<file path="config.mk">
export PLATFORM = sky130hd
export DESIGN_NAME = sqrl_uart_recv
export DESIGN_NICKNAME = d
export VERILOG_FILES = /design/src/rtl/sqrl_uart_recv_pkg.sv /design/src/rtl/sqrl_sync2.sv /design/src/rtl/sqrl_uart_recv.sv
export SDC_FILE = /design/constraint.sdc
export NUM_CORES = 1
export LEC_CHECK = 0
export ABC_CLOCK_PERIOD_IN_PS = 2900
export BUFFER_PORTS_ARGS = -buffer_cell sky130_fd_sc_hd__buf_2
export CORE_MARGIN = 4
export CORE_UTILIZATION = 30
export CTS_CLUSTER_SIZE = 24
export DETAILED_ROUTE_END_ITERATION = 8
export PLACE_DENSITY = 0.52
export SLEW_MARGIN = 20
export SYNTH_ARGS = -nofsm -noshare
export SYNTH_HDL_FRONTEND = slang
export SYNTH_SLANG_ARGS = --single-unit
export TNS_END_PERCENT = 1
</file>
<file path="constraint.sdc">
create_clock -name clk -period 2.9 [get_ports clk]
set_clock_uncertainty 0.1 [all_clocks]
set_input_delay 0.58 -clock clk [delete_from_list [all_inputs] [get_ports clk]]
set_output_delay 0.58 -clock clk [all_outputs]
set_load 0.005 [all_outputs]
</file>
<file path="src/rtl/sqrl_uart_recv_pkg.sv">
// Shared definitions for the comm-link UART: bit-period derivation and receiver states.
// The transmitter imports the same helper so both ends use an identical bit period.
package sqrl_uart_recv_pkg;

    typedef enum logic [2:0] {
        ST_IDLE,
        ST_START,
        ST_DATA,
        ST_STOP,
        ST_BREAK
    } rx_state_e;

    // Clocks per bit minus one; the counters compare against this terminal value.
    function automatic logic [15:0] calc_baud_delay(input int unsigned clk_hz,
                                                    input int unsigned baud);
        return 16'(clk_hz / baud - 1);
    endfunction

endpackage

</file>
<file path="src/rtl/sqrl_sync2.sv">
// Two-flop synchroniser for an asynchronous single-bit input.
// RESET_VAL lets the caller preload the idle level of the line being synchronised.
module sqrl_sync2 #(
    parameter logic RESET_VAL = 1'b1
) (
    input  logic clk,
    input  logic rst,
    input  logic d_i,
    output logic q_o
);

    logic meta_q;
    logic sync_q;

    // NOTE: sequential state uses non-blocking assignments so every flop samples pre-edge values.
    always_ff @(posedge clk) begin
        if (rst) begin
            meta_q <= RESET_VAL;
            sync_q <= RESET_VAL;
        end else begin
            meta_q <= d_i;
            sync_q <= meta_q;
        end
    end

    assign q_o = sync_q;

endmodule

</file>
<file path="src/rtl/sqrl_uart_recv.sv">
// 8N1 UART receiver: mid-bit sampling, start-glitch rejection, framing-error strobe,
// one-cycle byte strobe for the downstream command parser.
module sqrl_uart_recv
    import sqrl_uart_recv_pkg::*;
#(
    parameter int unsigned comm_clk_frequency = 100000000,
    parameter int unsigned baud_rate          = 115200
) (
    input  logic       clk,
    input  logic       rst,
    input  logic       uart_rx,
    output logic       rx_new_byte,
    output logic [7:0] rx_byte,
    output logic       rx_framing_error,
    output logic       rx_busy
);

    localparam logic [15:0] BAUD_DELAY = calc_baud_delay(comm_clk_frequency, baud_rate);
    localparam logic [15:0] HALF_DELAY = BAUD_DELAY >> 1;

    logic       rx_s;
    rx_state_e  state_q, state_d;
    logic [15:0] cnt_q, cnt_d;
    logic [2:0] bit_idx_q, bit_idx_d;
    logic [7:0] shift_q, shift_d;
    logic [7:0] byte_q, byte_d;
    logic       new_byte_q, new_byte_d;
    logic       frame_err_q, frame_err_d;
    logic [1:0] fill_q, fill_d;
    logic       armed_q, armed_d;
    logic       data_tick;

    sqrl_sync2 #(.RESET_VAL(1'b1)) u_sync_rx (
        .clk (clk),
        .rst (rst),
        .d_i (uart_rx),
        .q_o (rx_s)
    );

    assign data_tick = (state_q == ST_DATA) && (cnt_q == BAUD_DELAY);

    always_ff @(posedge clk) begin
        if (rst) begin
            state_q     <= ST_IDLE;
            cnt_q       <= '0;
            bit_idx_q   <= '0;
            shift_q     <= '0;
            byte_q      <= '0;
            new_byte_q  <= 1'b0;
            frame_err_q <= 1'b0;
            fill_q      <= '0;
            armed_q     <= 1'b0;
        end else begin
            state_q     <= state_d;
            cnt_q       <= cnt_d;
            bit_idx_q   <= bit_idx_d;
            shift_q     <= shift_d;
            byte_q      <= byte_d;
            new_byte_q  <= new_byte_d;
            frame_err_q <= frame_err_d;
            fill_q      <= fill_d;
            armed_q     <= armed_d;
        end
    end

    // A start is accepted only after a genuine high line has been seen since reset,
    // so a reset landing inside a frame never turns its remaining low bits into a start.
    always_comb begin
        // NOTE: default assignment first so no path leaves state_d unassigned (no latch).
        state_d = state_q;
        unique case (state_q)
            ST_IDLE:  if (armed_q && !rx_s) state_d = ST_START;
            ST_START: if (cnt_q == HALF_DELAY) state_d = rx_s ? ST_IDLE : ST_DATA;
            ST_DATA:  if (data_tick && bit_idx_q == 3'd7) state_d = ST_STOP;
            ST_STOP:  if (cnt_q == BAUD_DELAY) state_d = rx_s ? ST_IDLE : ST_BREAK;
            ST_BREAK: if (rx_s) state_d = ST_IDLE;
            default:  state_d = ST_IDLE;
        endcase
    end

    always_comb begin
        cnt_d       = cnt_q + 16'd1;
        bit_idx_d   = bit_idx_q;
        shift_d     = shift_q;
        byte_d      = byte_q;
        new_byte_d  = 1'b0;
        frame_err_d = 1'b0;
        fill_d      = {fill_q[0], 1'b1};
        armed_d     = armed_q | (fill_q[1] & rx_s);

        if (state_q == ST_IDLE || state_d != state_q || data_tick) begin
            cnt_d = '0;
        end
        if (state_q == ST_START && state_d == ST_DATA) begin
            bit_idx_d = '0;
        end
        if (data_tick) begin
            shift_d   = {rx_s, shift_q[7:1]};
            bit_idx_d = bit_idx_q + 3'd1;
        end
        if (state_q == ST_STOP && cnt_q == BAUD_DELAY) begin
            if (rx_s) begin
                byte_d     = shift_q;
                new_byte_d = 1'b1;
            end else begin
                frame_err_d = 1'b1;
            end
        end
    end

    assign rx_new_byte      = new_byte_q;
    assign rx_byte          = byte_q;
    assign rx_framing_error = frame_err_q;
    assign rx_busy          = (state_q != ST_IDLE);

endmodule

</file>
==> After elaboration in Yosys (flattened, before gate mapping) <==
Cells that the tools add are included.
{ "word_totals": {"output_inout_bits": 11, "wordCells": 53, "reg_bits": 45, "input_bits": 3} }
{ "op_classes": {"bitwise": 3, "muxes": 13, "addsub": 2, "n_reduce_logical": 14, "n_eq_ne": 9} }
{ "ops": {"columns": ["cell", "n"], "rows": [
  ["two-way mux 3 bit", 8],
  ["adder 16 x 1 -> 16 bit, second input constant", 1],
  ["equality test 16 x 10 -> 1 bit, second input constant", 1],
  ["equality test 16 x 9 -> 1 bit, second input constant", 1],
  ["case mux 3 bit (5 select lines)", 1],
  ["equality test 3 x 2 -> 1 bit, second input constant", 3],
  ["equality test 3 bit, second input constant", 2],
  ["logical AND 1 bit", 5],
  ["OR reduction 2 bit", 2],
  ["adder 3 x 1 -> 3 bit, second input constant", 1],
  ["equality test 3 x 1 -> 1 bit, second input constant", 1],
  ["zero test 3 bit", 1],
  ["two-way mux 1 bit", 3],
  ["inequality test 3 bit", 1],
  ["nonzero test 3 bit", 1],
  ["logical OR 1 bit", 2],
  ["two-way mux 2 bit", 1],
  ["AND reduction 2 bit", 1],
  ["nonzero test 2 bit", 1],
  ["AND 1 bit", 1],
  ["zero test 1 bit", 1],
  ["inverter 1 bit", 1],
  ["OR 1 bit", 1]
]} }

==> Longest topological paths before layout <==
Gate-level depths: netlist of run 1.
{ "depth": {"ltp_word": 9, "ltp_mapped": 7} }

==> By module <==
A second synthesis of run 1 with hierarchy kept.
{ "hier_totals": {"hier_cells": 205, "hier_area_um2": 1910.6} }
{ "by_module_without_submodules": {"columns": ["module", "cells_each", "seq_area_each_um2", "n_inst", "area_per_inst_um2"], "rows": [
  ["sqrl_uart_recv", 201, 860.8, 1, 1858.0],
  ["sqrl_sync2", 4, 40.0, 1, 52.6]
]} }

==> Least setup slack after synthesis of run 1 <==
No wires, ideal clock.
{ "synth_timing": {"path_type": "reg2reg", "start": "reg cnt_q[0]", "end": "reg bit_idx_q[0]", "setup_slack_ns": 1.159, "path_stages_with_launch": 8, "setup_ns": 0.132, "arrival_ns": 1.509, "cell_sequence": "dfxtp_1 ha_1 and3b_1 nand4_1 or3_4 buf_6 nand3_1 a21oi_1"} }
{ "synth_via": {"elab_chain_cells": 8} }
{ "synth_lines": {"columns": ["item", "line", "text"], "rows": [
  ["start, declared", "sqrl_uart_recv.sv:23", "logic [15:0] cnt_q, cnt_d;"],
  ["start signal, assigned", "sqrl_uart_recv.sv:55", "cnt_q <= cnt_d;"],
  ["equality test 16 x 10 -> 1 bit", "sqrl_uart_recv.sv:40, sqrl_uart_recv.sv:75", null],
  ["logical AND 1 bit", "sqrl_uart_recv.sv:40", "assign data_tick = (state_q == ST_DATA) && (cnt_q == BAUD_DELAY);"],
  ["logical AND 1 bit", "sqrl_uart_recv.sv:74", "ST_DATA: if (data_tick && bit_idx_q == 3'd7) state_d = ST_STOP;"],
  ["two-way mux 3 bit", "sqrl_uart_recv.sv:74", null],
  ["case mux 3 bit (5 select lines)", "sqrl_uart_recv.sv:71", "unique case (state_q)"],
  ["equality test 3 x 2 -> 1 bit", "sqrl_uart_recv.sv:94", "if (state_q == ST_START && state_d == ST_DATA) begin"],
  ["logical AND 1 bit", "sqrl_uart_recv.sv:94", null],
  ["nonzero test 2 bit (no source line)", null, null],
  ["end signal, assigned", "sqrl_uart_recv.sv:56", "bit_idx_q <= bit_idx_d;"],
  ["end, declared", "sqrl_uart_recv.sv:24", "logic [2:0] bit_idx_q, bit_idx_d;"]
]} }
Parallel ways exist; a longest one is shown, timed or not.
A chain may end at the register's enable or synchronous reset.

==> Worst setup path in the final report of run 1 <==
{ "layout_timing": {"start": "reg cnt_q[0]", "end": "reg shift_q[3]"} }
{ "layout_via": {"elab_chain_cells": 2} }
{ "layout_lines": {"columns": ["item", "line", "text"], "rows": [
  ["equality test 16 x 10 -> 1 bit", "sqrl_uart_recv.sv:40", null],
  ["logical AND 1 bit", "sqrl_uart_recv.sv:40", null],
  ["end signal, assigned", "sqrl_uart_recv.sv:57", "shift_q <= shift_d;"],
  ["end, declared", "sqrl_uart_recv.sv:25", "logic [7:0] shift_q, shift_d;"]
]} }
Every way passes these cells.

==> results.py, run 1 <==
metrics = {
    "power": {
        "p_clk_frac": 0.432,
        "sequentialPowerShare": 0.553,
        "combPwrFrac": 0.015,
        "p_leak_uw": 0.000815,
        "switching_power_uw": 224,
        "max-vdd-ir-drop_v": 0.000176,
        "switching_share": 0.198,
        "power_density_nw_per_um2": 515,
        "internal-power_uw": 907,
    },
    "die": {
        "fp.coreArea_um2": 6350,
        "core.rowCount": 29,
        "start_util": 0.309,
        "die_w_um": 88.9,
        "die-area_um2": 7900,
        "die_h_um": 88.9,
        "pin_count": 14,
    },
    "detailed_routing": {
        "drc": 0,
        "finalWirelength_mm": 3.48,
        "drtIter0Drc": 37,
        "dr_total_vias": 1432,
        "first_pass_iters": 4,
        "viasPerCell": 4.70,
        "wl_per_cell_um": 11.4,
        "drtAntennaViolNets": 0,
    },
    "yosys": {
        "synth-edff-count": 0,
        "syn_nets": 223,
        "yosys-top-cells-count": "dfxtp_1, nor2_1, nand2_1",
        "ys_seq_elements": 45,
        "yosys.area.top_type_share": 0.459,
        "ys_seq_area_frac": 0.459,
        "syn_area_um2": 1960,
        "synthArstFlopShare": 0,
        "ys.flop_type": "dfxtp_1",
        "synth_cells": 216,
        "yosys.area.top_type": "dfxtp_1",
        "ys_warn_count": 0,
        "synth.avg_cell_area_um2": 9.09,
        "ys_types": 40,
        "yosysMostFrequentCell": "dfxtp_1",
        "ys_top_cells_by_area": "dfxtp_1, nor2_1, nand2_1, a21oi_1, mux2i_1",
    },
    "clock_network": {
        "clk_pin_slew_ns": 0.08,
        "cts_buffer_depth": 2,
        "clock_latency_ns": 0.29,
        "cts_inserted_buffers": 5,
        "cts_tree": "built",
        "cts-resized-gates": 0,
        "numClockSinks": 45,
        "cts.hold.buffers_added": 0,
        "h-tree-depth": 2,
        "cts-root-buf": "clkbuf_8",
        "cts_setup_buffers": 0,
    },
    "timing": {
        "fmax_mhz": 494,
        "finalHoldViolCount": 0,
        "slew_viol_final": 0,
        "hold-worst-slack_ns": 0.316,
        "worst_pin_slew_ns": 0.693,
        "tns_ns": 0,
        "setup_violations": 0,
        "slew_headroom": 0.535,
        "fin_crit_ns": 2.02,
        "rsz0062_at_grt": "no",
        "post-route-period-util": 0.698,
    },
    "finish": {
        "diodes": 0,
        "area_growth_pct": 11.9,
        "layout.nets": 234,
        "num-fill-cells": 659,
        "drive_gt1_frac": 0.140,
        "multiInputGateArea_um2": 998,
        "ff_latch_area_um2": 901,
    },
    "placement": {
        "io_buffers": 13,
        "gp_congestion": 0.728,
        "hpwlAfterDp_mm": 2.41,
    },
    "critical_path": {
        "crit_path_start": "cnt_q[0]",
        "crit_type": "reg2reg",
        "timing.rr.start": "cnt_q[0]",
        "r2r_cells": 6,
        "critPathCaptureType": "register",
        "crit_path_start_kind": "register",
        "reg2reg_slack_ns": 0.88,
        "timing.rr.end": "shift_q[3]",
        "cp.arrival_ns": 2.15,
        "worst-path-max-fanout": 11,
        "cp_data_required_time_ns": 3.02,
    },
    "hold_path": {
        "min_to": "u_sync_rx.q_o",
        "whs_path_depth": 1,
        "hold_class": "reg2reg",
        "worstHoldStart": "u_sync_rx.meta_q",
    },
    "outcome": {
        "status": "finished, final reports clean",
    },
    "global_routing": {
        "grt_pass1_wl_mm": 6.11,
        "grt_overflow": 0,
        "grt_usage": 0.0992,
        "grt_start_max_net_pins": 31,
        "grt_pass1_vias": 1365,
        "antenna_found_initial": 0,
    },
    "flow_run": {
        "drv_cap": 0,
    },
}
## registers in the layout, indices dropped and copies added, names as in the netlist
register,count
rx_new_byte,1
state_q,3
u_sync_rx.q_o,1
rx_framing_error,1
fill_q,2
shift_q,8
cnt_q,16
armed_q,1
u_sync_rx.meta_q,1
bit_idx_q,3
rx_byte,8
## layout by cell type, fill, tap and decap left out, types with 6 or more instances in the layout
master / count
nor2_1: 35
mux2i_1: 8
dfxtp_1: 45
nand4_1: 6
nand3_1: 9
xnor2_1: 7
xor2_1: 7
nand2_1: 32
a21oi_1: 16
buf_2: 13
clkbuf_8: 6
## worst max-delay path by stage
stage	slack, ns	endpoint	cells past startpoint
CTS	0.88	shift_q[3]	6
global route	0.67	shift_q[3]	6
floorplan	1.16	bit_idx_q[0]	7
global placement	0.94	shift_q[3]	6
detailed placement	0.90	shift_q[3]	6
finish	0.88	shift_q[3]	6
## area by class of cell
cell class              instances  share of cell area
multi-input cells             158               0.455
clock inverters                 2              0.0171
clock buffers                   6              0.0376
flip-flops and latches         45               0.410
repair buffers                 13              0.0296
well taps                      77              0.0439
inverters                       4             0.00684
## cell families (layout without fill, tap and decap cells)
family | after synthesis | in the layout | share of synthesized area
AND/OR/NAND/NOR | 111 | 111 | 0.305
flip-flops | 45 | 45 | 0.459
AO/OA/AOI/OAI | 21 | 21 | 0.0752
XOR/XNOR | 14 | 14 | 0.0625
buffers and inverters | 13 | 25 | 0.0325
multiplexers | 8 | 8 | 0.0408
adder cells (fa/ha/maj) | 4 | 4 | 0.0255
## worst max-delay path, cell delays in order (launching register included)
cell     delay [ns]
dfxtp_1        0.40
ha_1           0.24
and3b_1        0.20
nand4_1        0.16
nor3_2         0.57
nand2_1        0.13
a21oi_1        0.16
## metrics by stage
| step | area, um2 | utilization | setup slack [ns] | std cells | total power (uW) |
|---|---|---|---|---|---|
| 6_report | 2200 | 0.346 | 0.877 | 305 | 1130 |
| 5_1_grt | 2200 | 0.346 | 0.671 | 305 | 1190 |
| 4_1_cts | 2200 | 0.346 | 0.880 | 305 | 1150 |
| 3_5_place_dp | 2080 | 0.327 | 0.896 | 297 | 657 |
| 3_3_place_gp | 2080 | 0.327 | 0.938 | 297 | 657 |
| 2_1_floorplan | 1960 | - | 1.16 | 216 | 652 |
## routing by layer
layer	vias to the layer above	share of wire	global-route usage
li1	757	-	-
met2	16	0.44	0.157
met5	-	0	0
met1	654	0.50	0.124
met3	5	0.034	0.0304
met4	0	0.019	0.0453
## power by group through the flow
stage | sequential, uW | combinational [uW] | clock [uW]
finish | 625 | 16.7 | 489
CTS | 625 | 17.2 | 508
detailed placement | 640 | 17.0 | 0
global placement | 640 | 17.3 | 0
floorplan | 637 | 15.1 | 0
global route | 627 | 19.1 | 540
Power figures use the tool's default switching activity.
==> run 2: changes to the inputs <==
- ABC_CLOCK_PERIOD_IN_PS: 2900 -> 1980
- clock period: 2.9 -> 1.98 ns (I/O delays scaled with it)
==> results.py, run 2 (synthesis gave the netlist of run 1 again) <==
metrics = {
    "outcome": {
        "status": "finished, final reports clean",
    },
    "clock_network": {
        "clock_latency_ns": 0.30,
        "numClockSinks": 45,
        "cts_inserted_buffers": 5,
        "cts_buffer_depth": 2,
        "cts_tree": "built",
        "h-tree-depth": 2,
        "cts-root-buf": "clkbuf_8",
        "clk_pin_slew_ns": 0.09,
        "cts_setup_buffers": 0,
    },
    "placement": {
        "gp_congestion": 0.758,
        "dp_slack_ns": 0.124,
        "io_buffers": 13,
        "hpwlAfterDp_mm": 2.55,
        "dpl.cell_count": 304,
    },
    "finish": {
        "regMostFlops": "cnt_q",
        "area_growth_pct": 15.3,
        "layout.nets": 241,
        "diodes": 0,
        "layout_common_cells": "dfxtp_1, nor2_1, nand2_1, a21oi_1, buf_2",
        "num-fill-cells": 663,
        "drive_gt1_frac": 0.170,
        "final_cells": 312,
        "final_common_cell": "dfxtp_1",
        "largest_register_ff_count": 16,
    },
    "detailed_routing": {
        "dr_total_vias": 1457,
        "drtAntennaViolNets": 0,
        "drc": 0,
        "wl_per_cell_um": 11.6,
        "first_pass_iters": 4,
        "finalWirelength_mm": 3.61,
        "viasPerCell": 4.67,
        "drtIter0Drc": 39,
    },
    "timing": {
        "setup_violations": 0,
        "finalHoldViolCount": 0,
        "worst_pin_slew_ns": 0.350,
        "slew_viol_final": 0,
        "fmax_mhz": 534,
        "fin_crit_ns": 1.87,
        "post-route-period-util": 0.946,
        "slew_headroom": 0.767,
        "layout_setup_ws_ns": 0.107,
    },
    "flow_run": {
        "drv_cap": 0,
    },
    "critical_path": {
        "crit_slowest_cell": "dfxtp_1",
        "crit_path_start_kind": "register",
        "worst-path-max-fanout": 7,
        "timing.rr.end": "cnt_q[4]",
        "critPathCaptureType": "register",
        "timing.rr.start": "cnt_q[0]",
        "cpPeakStageDelay_ns": 0.40,
        "path_cells": "ha_1 > nor4bb_1 > and4_2 > o22ai_1 > a21oi_4 > nor2_1",
        "cp_data_required_time_ns": 2.06,
        "crit_type": "reg2reg",
        "cp.arrival_ns": 1.95,
        "reg2reg_slack_ns": 0.11,
        "r2r_cells": 6,
    },
    "global_routing": {
        "grt_pass1_wl_mm": 6.26,
        "antenna_found_initial": 0,
        "grt_overflow": 0,
        "grt_pass1_vias": 1397,
        "grt_start_max_net_pins": 23,
        "grt_usage": 0.101,
    },
    "die": {
        "die_h_um": 88.9,
        "pin_count": 14,
        "core.rowCount": 29,
        "die-area_um2": 7900,
        "start_util": 0.309,
        "die_w_um": 88.9,
        "fp.coreArea_um2": 6350,
    },
    "power": {
        "power_density_nw_per_um2": 773,
        "max-vdd-ir-drop_v": 0.000374,
        "p_leak_uw": 0.000863,
    },
    "hold_path": {
        "hold_class": "in2reg",
        "worstHoldStart": "uart_rx",
        "min_to": "u_sync_rx.meta_q",
        "whs_path_depth": 2,
    },
}
## run 2: cell types whose count changed in the layout (fill, tap and decap cells not counted)
| cell | delta |
|---|---|
| and4_1 | -1 |
| and4_2 | +1 |
| buf_4 | +7 |
| bufinv_16 | +1 |
| clkbuf_8 | -1 |
| clkinv_2 | +1 |
| clkinvlp_4 | -1 |
## run 2: layer usage
metal / vias up / global-route usage / routed length (um)
met5: - / 0 / 0
met2: 19 / 0.165 / 1700
li1: 766 / - / -
met1: 666 / 0.127 / 1700
met4: 0 / 0.0371 / 58
met3: 6 / 0.0276 / 145
## run 2: final cells by class
type	count	area, um2	share of cell area
multi-input combinational	158	1000	0.442
clock buffer	5	68.8	0.0304
sequential	45	901	0.398
inverter	4	15.0	0.00663
clock inverter	3	65.1	0.0287
timing repair buffer	20	118	0.0520
tap	77	96.3	0.0426
## run 2: worst max path at each step
stage / from / endpoint / slack [ns] / cells after the start
final: cnt_q[0] / cnt_q[4] / 0.11 / 6
after global routing: cnt_q[0] / cnt_q[4] / -0.03 / 6
after CTS: cnt_q[0] / cnt_q[4] / 0.12 / 6
after detailed placement: cnt_q[0] / cnt_q[4] / 0.12 / 6
after global placement: cnt_q[0] / cnt_q[5] / 0.16 / 6
after floorplan: cnt_q[0] / bit_idx_q[0] / 0.24 / 7
## run 2: critical path: cells and delay by family (launching register included)
family,cells,cell delay [ns]
simple gates,3,0.72
flops,1,0.40
compound gates,2,0.38
fa+ha+maj,1,0.16
## run 2: power by group
| part | switching, uW | internal (uW) |
|---|---|---|
| Sequential | 2.32 | 910 |
| Combinational | 20.3 | 11.5 |
| Clock | 304 | 501 |
## run 2: what timing repair did
item | CTS | global route
hold buffers | 0 | 0
gates resized for setup | 0 | 1
setup endpoints to repair | 0 | 1
## run 2: stage by stage
stage | power [uW] | setup TNS [ns] | instance area [um2] | hold slack (ns) | utilization
floorplan | 955 | 0 | 1960 | 0.289 | -
global placement | 966 | 0 | 2130 | 0.300 | 0.335
detailed placement | 966 | 0 | 2130 | 0.300 | 0.335
CTS | 1780 | 0 | 2260 | 0.173 | 0.356
global route | 1830 | -0.149 | 2260 | 0.183 | 0.356
finish | 1750 | 0 | 2260 | 0.179 | 0.356
